$ cat src/rtl/wrr_arbiter_pkg.sv
// Shared types and helpers for the weighted round-robin arbiter.
// Provides the FSM state enum and the zero-weight clamp.
package wrr_arbiter_pkg;

   typedef enum logic {
      IDLE  = 1'b0,
      GRANT = 1'b1
   } arb_state_e;

   // A zero weight still earns one beat so no requester starves.
   function automatic logic [31:0] clamp_weight(input logic [31:0] w);
      return (w == 32'd0) ? 32'd1 : w;
   endfunction

endpackage

$ cat src/rtl/wrr_arbiter_rr_pick.sv
// Combinational round-robin picker: first set req bit at or above start_idx, wrapping.
// Ports: req_i, start_idx_i in; found_o, idx_o, onehot_o out.
module rr_pick
   import wrr_arbiter_pkg::*;
#(
   parameter int NumRequests = 8,
   localparam int IdxW = $clog2(NumRequests)
) (
   input  logic [NumRequests-1:0] req_i,
   input  logic [IdxW-1:0]        start_idx_i,
   output logic                   found_o,
   output logic [IdxW-1:0]        idx_o,
   output logic [NumRequests-1:0] onehot_o
);

   always_comb begin
      int pos;
      found_o  = 1'b0;
      idx_o    = '0;
      onehot_o = '0;
      pos      = 0;
      // Walk offsets from farthest to nearest so the nearest hit wins.
      for (int k = NumRequests - 1; k >= 0; k--) begin
         pos = int'(start_idx_i) + k;
         if (pos >= NumRequests) pos = pos - NumRequests;
         if (req_i[pos]) begin
            found_o = 1'b1;
            idx_o   = IdxW'(pos);
         end
      end
      if (found_o) onehot_o[idx_o] = 1'b1;
   end

endmodule

$ cat src/rtl/wrr_arbiter.sv
// Weighted round-robin arbiter with burst hold and back-to-back switching.
// Ports: clk, rstN, req, weight in; grant, grant_idx, busy out (all registered).
module wrr_arbiter
   import wrr_arbiter_pkg::*;
#(
   parameter int NumRequests = 8,
   parameter int WeightW     = 4,
   localparam int IdxW = $clog2(NumRequests)
) (
   input  logic                           clk,
   input  logic                           rstN,
   input  logic [NumRequests-1:0]         req,
   input  logic [NumRequests*WeightW-1:0] weight,
   output logic [NumRequests-1:0]         grant,
   output logic [IdxW-1:0]                grant_idx,
   output logic                           busy
);

   arb_state_e             state_q, state_d;
   logic [IdxW-1:0]        owner_q, owner_d;
   logic [IdxW-1:0]        ptr_q, ptr_d;
   logic [WeightW-1:0]     cnt_q, cnt_d;
   logic [NumRequests-1:0] grant_q, grant_d;
   logic [IdxW-1:0]        gidx_q, gidx_d;

   logic [IdxW-1:0]        next_owner;
   logic [IdxW-1:0]        start_idx;
   logic                   pick_found;
   logic [IdxW-1:0]        pick_idx;
   logic [NumRequests-1:0] pick_oh;
   logic [WeightW-1:0]     pick_w;
   logic                   beat;
   logic                   rel;

   assign next_owner = (owner_q == IdxW'(NumRequests - 1)) ?
                       '0 : owner_q + 1'b1;

   // One picker serves both cases: from ptr when idle, from owner+1 on release.
   assign start_idx = (state_q == GRANT) ? next_owner : ptr_q;

   rr_pick #(
      .NumRequests(NumRequests)
   ) u_pick (
      .req_i      (req),
      .start_idx_i(start_idx),
      .found_o    (pick_found),
      .idx_o      (pick_idx),
      .onehot_o   (pick_oh)
   );

   always_comb begin
      pick_w = '0;
      for (int i = 0; i < NumRequests; i++) begin
         if (pick_idx == IdxW'(i)) pick_w = weight[i*WeightW +: WeightW];
      end
   end

   assign beat = req[owner_q];
   assign rel  = !beat || (cnt_q == WeightW'(1));

   always_comb begin
      state_d = state_q;
      owner_d = owner_q;
      ptr_d   = ptr_q;
      cnt_d   = cnt_q;
      grant_d = grant_q;
      gidx_d  = gidx_q;
      unique case (state_q)
         IDLE: begin
            if (pick_found) begin
               state_d = GRANT;
               owner_d = pick_idx;
               cnt_d   = WeightW'(clamp_weight(32'(pick_w)));
               grant_d = pick_oh;
               gidx_d  = pick_idx;
            end
         end
         GRANT: begin
            if (!rel) begin
               cnt_d = cnt_q - 1'b1;
            end else begin
               ptr_d = next_owner;
               if (pick_found) begin
                  owner_d = pick_idx;
                  cnt_d   = WeightW'(clamp_weight(32'(pick_w)));
                  grant_d = pick_oh;
                  gidx_d  = pick_idx;
               end else begin
                  state_d = IDLE;
                  cnt_d   = '0;
                  grant_d = '0;
                  gidx_d  = '0;
               end
            end
         end
         default: begin
            state_d = IDLE;
            cnt_d   = '0;
            grant_d = '0;
            gidx_d  = '0;
         end
      endcase
   end

   always_ff @(posedge clk) begin
      if (!rstN) begin
         state_q <= IDLE;
         owner_q <= '0;
         ptr_q   <= '0;
         cnt_q   <= '0;
         grant_q <= '0;
         gidx_q  <= '0;
      end else begin
         state_q <= state_d;
         owner_q <= owner_d;
         ptr_q   <= ptr_d;
         cnt_q   <= cnt_d;
         grant_q <= grant_d;
         gidx_q  <= gidx_d;
      end
   end

   assign grant     = grant_q;
   assign grant_idx = gidx_q;
   assign busy      = |grant_q;

endmodule

$ cat config.mk
export PLATFORM = sky130hd
export DESIGN_NAME = wrr_arbiter
export DESIGN_NICKNAME = d
export VERILOG_FILES = /design/src/rtl/wrr_arbiter_pkg.sv /design/src/rtl/wrr_arbiter_rr_pick.sv /design/src/rtl/wrr_arbiter.sv
export SDC_FILE = /design/constraint.sdc
export NUM_CORES = 1
export LEC_CHECK = 0
export BUFFER_PORTS_ARGS = -buffer_cell sky130_fd_sc_hd__buf_2
export CAP_MARGIN = 15
export CORE_MARGIN = 3
export CORE_UTILIZATION = 50
export CTS_CLUSTER_DIAMETER = 60
export DETAILED_ROUTE_END_ITERATION = 6
export PLACE_DENSITY = 0.74
export SLEW_MARGIN = 5
export SYNTH_ARGS = -nofsm -noshare
export SYNTH_HDL_FRONTEND = slang
export SYNTH_SLANG_ARGS = --single-unit
$ cat constraint.sdc
create_clock -name clk -period 5.5 [get_ports clk]
set_clock_uncertainty 0.2 [all_clocks]
set_input_delay 1.1 -clock clk [delete_from_list [all_inputs] [get_ports clk]]
set_output_delay 1.1 -clock clk [all_outputs]
set_load 0.01 [all_outputs]
# Word-level counts from Yosys, hierarchy flattened
# Cells that the tools add are included.
# op_classes
addsub	17
n_lt_le_gt_ge	19
n_eq_ne	11
n_mux	81
n_bitwise	1
reduce_logical	8
# op_table
operator	n
$lt A32 B5 Y1 const B	8
$mux W32	8
$ge A32 B5 Y1 const B	7
$sub A32 B5 Y32 const B	7
$mux W4	12
$mux W3	15
$mux W1	28
$bmux W1 S3	9
$mux W8	3
$add A3 B3 Y4 const B	4
$pmux W8 S2	1
$eq A3 B3 Y1 const B	5
$pmux W3 S2	2
$add A3 B2 Y4 const B	2
$lt A3 B4 Y1 const B	2
$pmux W4 S2	1
$reduce_or A8 Y1	1
$eq A3 B2 Y1 const B	2
$sub A3 B4 Y5 const B	1
$add A3 B1 Y4 const B	1
$eq A4 B1 Y1 const B	1
$ge A3 B4 Y1 const B	1
$logic_not A4 Y1	1
$reduce_and A2 Y1	2
other kinds (13)	13
# totals
register_bits	22
input_bits	42

# Logic depth before layout (Yosys ltp)
# logic_depth
depth_word	31
depth_mapped	18

# By module
# From an unflattened synthesis, not the netlist that was laid out.
# hier_totals
hier_cells	276
area_unflattened_um2	2565.0
# by_module_without_submodules
mod	instances	cells_per_inst	area_per_inst_um2
wrr_arbiter	1	150	1382.6
rr_pick	1	126	1182.4

# Least setup slack after synthesis
# Ideal clock, no wire load.
# synth_path
path_type	register to register
from	register owner_q[0]
to	register cnt_q[0]
arrival_ps	4191
required_time_ps	5165
setup_slack_ps	974
stages_incl_launch_ff	16
path_buffers	2
period_less_slack_ps	4526
path_cell_list	dfxtp_1 -> ha_1 -> mux2i_1 -> inv_1 -> clkbuf_1 -> ha_1 -> xnor2_1 -> mux4_2 -> or3_1 -> a31oi_2 -> nor3_2 -> buf_6 -> a211oi_2 -> a211oi_1 -> a2111oi_2 -> o32ai_1
# synth_via
elab_chain_cells	31
elab_cells_between_ends	102
classes_between	add/sub (16); order compare (8); eq/ne (9); mux (65); reduce/logical (4)
# synth_rtl
item	line	text
start: declaration	wrr_arbiter.sv:20	logic [IdxW-1:0] owner_q, owner_d;
start signal: assignment	wrr_arbiter.sv:115	owner_q <= owner_d;
$add A3 B1 Y3 or $eq A3 B3 Y1 (tied branches)	wrr_arbiter.sv:36, wrr_arbiter.sv:35	
$mux W3 *	wrr_arbiter.sv:35	assign next_owner = (owner_q == IdxW'(NumRequests - 1)) ?
named net next_owner[1]	wrr_arbiter.sv:26	logic [IdxW-1:0] next_owner;
$mux W3 *	wrr_arbiter.sv:39	assign start_idx = (state_q == GRANT) ? next_owner : ptr_q;
$add A3 B3 Y4	wrr_arbiter_rr_pick.sv:24	pos = int'(start_idx_i) + k;
$sub A32 B5 Y32 or $ge A32 B5 Y1 (tied branches)	wrr_arbiter_rr_pick.sv:25	if (pos >= NumRequests) pos = pos - NumRequests;
$mux W32	wrr_arbiter_rr_pick.sv:25	
$bmux W1 S3	wrr_arbiter_rr_pick.sv:26	if (req_i[pos]) begin
$mux W1 (implied by the code) (2 in series)	wrr_arbiter_rr_pick.sv:26	
$mux W3 (8 in series)	wrr_arbiter_rr_pick.sv:26	
$logic_not A3 Y1	wrr_arbiter.sv:54	if (pick_idx == IdxW'(i)) pick_w = weight[i*WeightW +: WeightW];
$mux W4 (8 in series)	wrr_arbiter.sv:54	
$logic_not A4 Y1	wrr_arbiter_pkg.sv:12	return (w == 32'd0) ? 32'd1 : w;
$mux W4	wrr_arbiter_pkg.sv:12	
$mux W4	wrr_arbiter.sv:83	if (pick_found) begin
$mux W4	wrr_arbiter.sv:79	if (!rel) begin
$pmux W4 S2	wrr_arbiter.sv:68	unique case (state_q)
end signal: assignment	wrr_arbiter.sv:117	cnt_q <= cnt_d;
end: declaration	wrr_arbiter.sv:22	logic [WeightW-1:0] cnt_q, cnt_d;
# Mark *: on every way through the listed nets, which the timed path passes. The rest lies on a longest branch. The select of a mux whose other input is x is not followed.
# A chain may end at the register's enable or synchronous reset.

# Worst setup path in the final report
# Ends and elaborated chain as after synthesis.

==> metrics <==
status completed; Max Fanout on Critical Path 14; worst skew pair latency 270 ps; Bufs on Longest Clock Path 2; post-route insts no fill 404; TritonCTS clock tree done; Slew Limit Fails 0; I/O pin count 54; Clock Power Share around 7.6%; Buffers on Ports 53; HP Class flop to flop; peak supply drop between 0.3 and 0.4 mV; Startpoint Class flop; worst-path cell with the longest stage delay nor3_2; vias per cell between 6 and 7; R2R cell count 14; # nets final slightly below 400; placed cells 400; global-route wire length before repair about 12 mm; crit path kind flop to flop; Routed WL 6.87 mm; share of layout cells above drive strength 1 27.6%; largest net degree at the start of global routing 22; setup TNS 0 ps; most common cell type on the critical path mux2i_1; top cell type's share of synthesized area between 10% and 20%; fillers between 400 and 500; CTS Hold Buffers Added 0; post-synthesis sequential area ratio 17.7%; Main synth FF type dfxtp_1; Initial Util between 50% and 60%; Max-Slew Margin vs Limit roughly 41%; die footprint between 5000 and 6000 sq um; drt first pass iters 5; total power 2.00 mW; P per Cell Area 697 nW/um^2; reg-to-reg setup timing slack 570 ps; Post-synth EDFFs 0; ys async rst share 0%; via count 2568; Post-CTS Setup Inserts 0; Fmax 203 MHz; CP arrival 4880 ps; internal power 982 uW; crit-path cells ha_1 -> ha_1 -> mux2i_2 -> buf_4 -> mux2i_1 -> mux2i_1 -> and2_1 -> a31oi_1 -> a41oi_2 -> nor3_2 -> mux2i_1 -> mux2i_1 -> a2111oi_2 -> o32ai_1; actual slew at the worst max-slew pin 876 ps; Mean Syn Cell Area ~8.6 sq um; Syn Nets 338; Critical Path Sink Type flop; Gate Count Post-Synth 290; Total GRT Usage 23.9%; Hold Startpoint grant_idx[1]$_SDFFE_PN0P_; hold-critical path endpoint grant_idx[1]$_SDFFE_PN0P_; Root Buffer clkbuf_8; core area approximately 4800 sq um; Final setup viols 0; Synth area leader dfxtp_1; MaxCap Viol Count 0; Final HPWL DP 5.20 mm; Resized Gates After CTS 0; Post-synth top cells mux2i_1 (34), nor2_1 (32), dfxtp_1 (22); Routability Congestion roughly 0.97; Antenna Nets Post-Route 0; average wire per standard cell between 15 and 20 um; Synth cell types 63; Fin. Hold Viols 0; H-tree depth 1; RR Endpoint cnt_q[0]$_SDFFE_PN0P_; Num CTS Buffers 3; dominant cells by area after synthesis dfxtp_1 (18%), mux2i_1 (14%), mux4_2 (8.1%), nor2_1 (4.8%), a21oi_1 (4.2%); hold depth 2; antenna violations before repair 0; Psw between 1 and 1.5 mW; GRT overflow 0; Max stage delay on crit path 750 ps; number of synthesized register bits 22; Final period util 89.7%; Die Wd 76.6 um; Flop pwr share 12.9%; sw frac 50.9%; Area Overhead vs Synth 15.1%; Synth Warn # 0; Worst EP required 5450 ps; # diodes 0; vias in the first global route 2514; RSZ-0062 raised after global routing false; Vert. Die Dim 76.6 um; Leak 1.26 nW; Logic pwr share 79.5%; CTS clk-pin slew, worst paths 80 ps; Clock Sinks 22; Worst R2R Start owner_q[0]$_SDFFE_PN0P_; Starting DRT DRC Count a little under 200; DRC viols 0; row count 25; count leader, synth mux2i_1; minimum clock period 4930 ps; synthesized area 2490 sq um
-- metal layers --
metal	routed length, um	track usage (%)
met1	3020	32.6
met2	3130	38.4
met3	609	4.61
met4	102	6.52
met5	0	0
-- registers in the layout, summed over array words and instances, names as in the netlist --
register	count
owner_q	3
ptr_q	3
grant	8
state_q	1
grant_idx	3
cnt_q	4
-- critical path: cells and delay by family (launching register included) --
kind / cells / cell delay, ps
flip-flops: 1 / 380
multiplexers: 5 / 1380
AND/OR/NAND/NOR: 2 / 970
AO/OA/AOI/OAI: 4 / 990
buffers and inverters: 1 / 340
adder cells (fa/ha/maj): 2 / 540
-- power by group through the flow --
stage                     clock, mW  sequential [mW]  combinational [mW]
after floorplan                   0            0.262                1.27
after global placement            0            0.258                1.54
after detailed placement          0            0.260                1.56
after CTS                     0.153            0.256                1.57
after global routing          0.160            0.264                1.75
final                         0.153            0.257                1.59
-- layout by cell type (no fill, tap or decap), types with 4 or more instances in the layout --
cell type,synthesis,routed
o31a_1,5,5
nor3_1,8,8
inv_1,10,10
o21ai_0,8,8
a32oi_1,5,5
a31oi_1,4,4
dfxtp_1,22,22
a21o_1,4,4
ha_1,6,6
a211oi_1,5,5
nand2_1,21,21
mux2_2,4,4
a22oi_1,6,6
buf_4,1,7
nand3b_1,4,4
nand4_1,5,5
nor2_1,32,32
mux2i_1,34,34
o211ai_1,6,6
a21oi_1,21,21
buf_2,2,53
mux4_2,9,9
-- cells by family (layout without fill, tap and decap cells) --
group,Yosys count,in the layout,share of synthesized area [%]
and+or+nand+nor,92,92,18.2
AOI/OAI and AO/OA,85,85,25.1
muxes,54,54,29.4
buffers and inverters,28,75,5.53
DFF,22,22,17.7
adders and majority gates,6,6,3.02
xor gates and xnor gates,3,3,1.06
-- layout make-up --
type                    count  area, sq um  area share, %
clock buffers               3         41.3           1.44
well taps                  67         83.8           2.93
clock inverters             1         30.0           1.05
flip-flops and latches     22          440           15.4
repair buffers             60          318           11.1
inverters                  11         41.3           1.44
multi-input cells         240         1910           66.7
-- stage by stage --
step	cell area [sq um]	hold slack, ps	setup WS, ps	utilization, %
after floorplan	2490	270	974	-
after global placement	2790	243	849	58.8
after detailed placement	2790	252	604	58.8
after CTS	2870	263	625	60.3
after global routing	2870	287	283	60.3
final	2870	259	565	60.3
-- how the worst max path moves through the flow --
stage / depth (start not counted) / endpoint / slack, ps / from
global route: 14 / cnt_q[0]$_SDFFE_PN0P_ / 280 / owner_q[0]$_SDFFE_PN0P_
finish: 14 / cnt_q[0]$_SDFFE_PN0P_ / 570 / owner_q[0]$_SDFFE_PN0P_
global placement: 14 / cnt_q[0]$_SDFFE_PN0P_ / 850 / owner_q[0]$_SDFFE_PN0P_
floorplan: 15 / cnt_q[0]$_SDFFE_PN0P_ / 970 / owner_q[0]$_SDFFE_PN0P_
CTS: 14 / cnt_q[0]$_SDFFE_PN0P_ / 630 / owner_q[0]$_SDFFE_PN0P_
detailed placement: 14 / cnt_q[0]$_SDFFE_PN0P_ / 600 / owner_q[0]$_SDFFE_PN0P_
No activity file was read; power rests on OpenSTA's default activity.
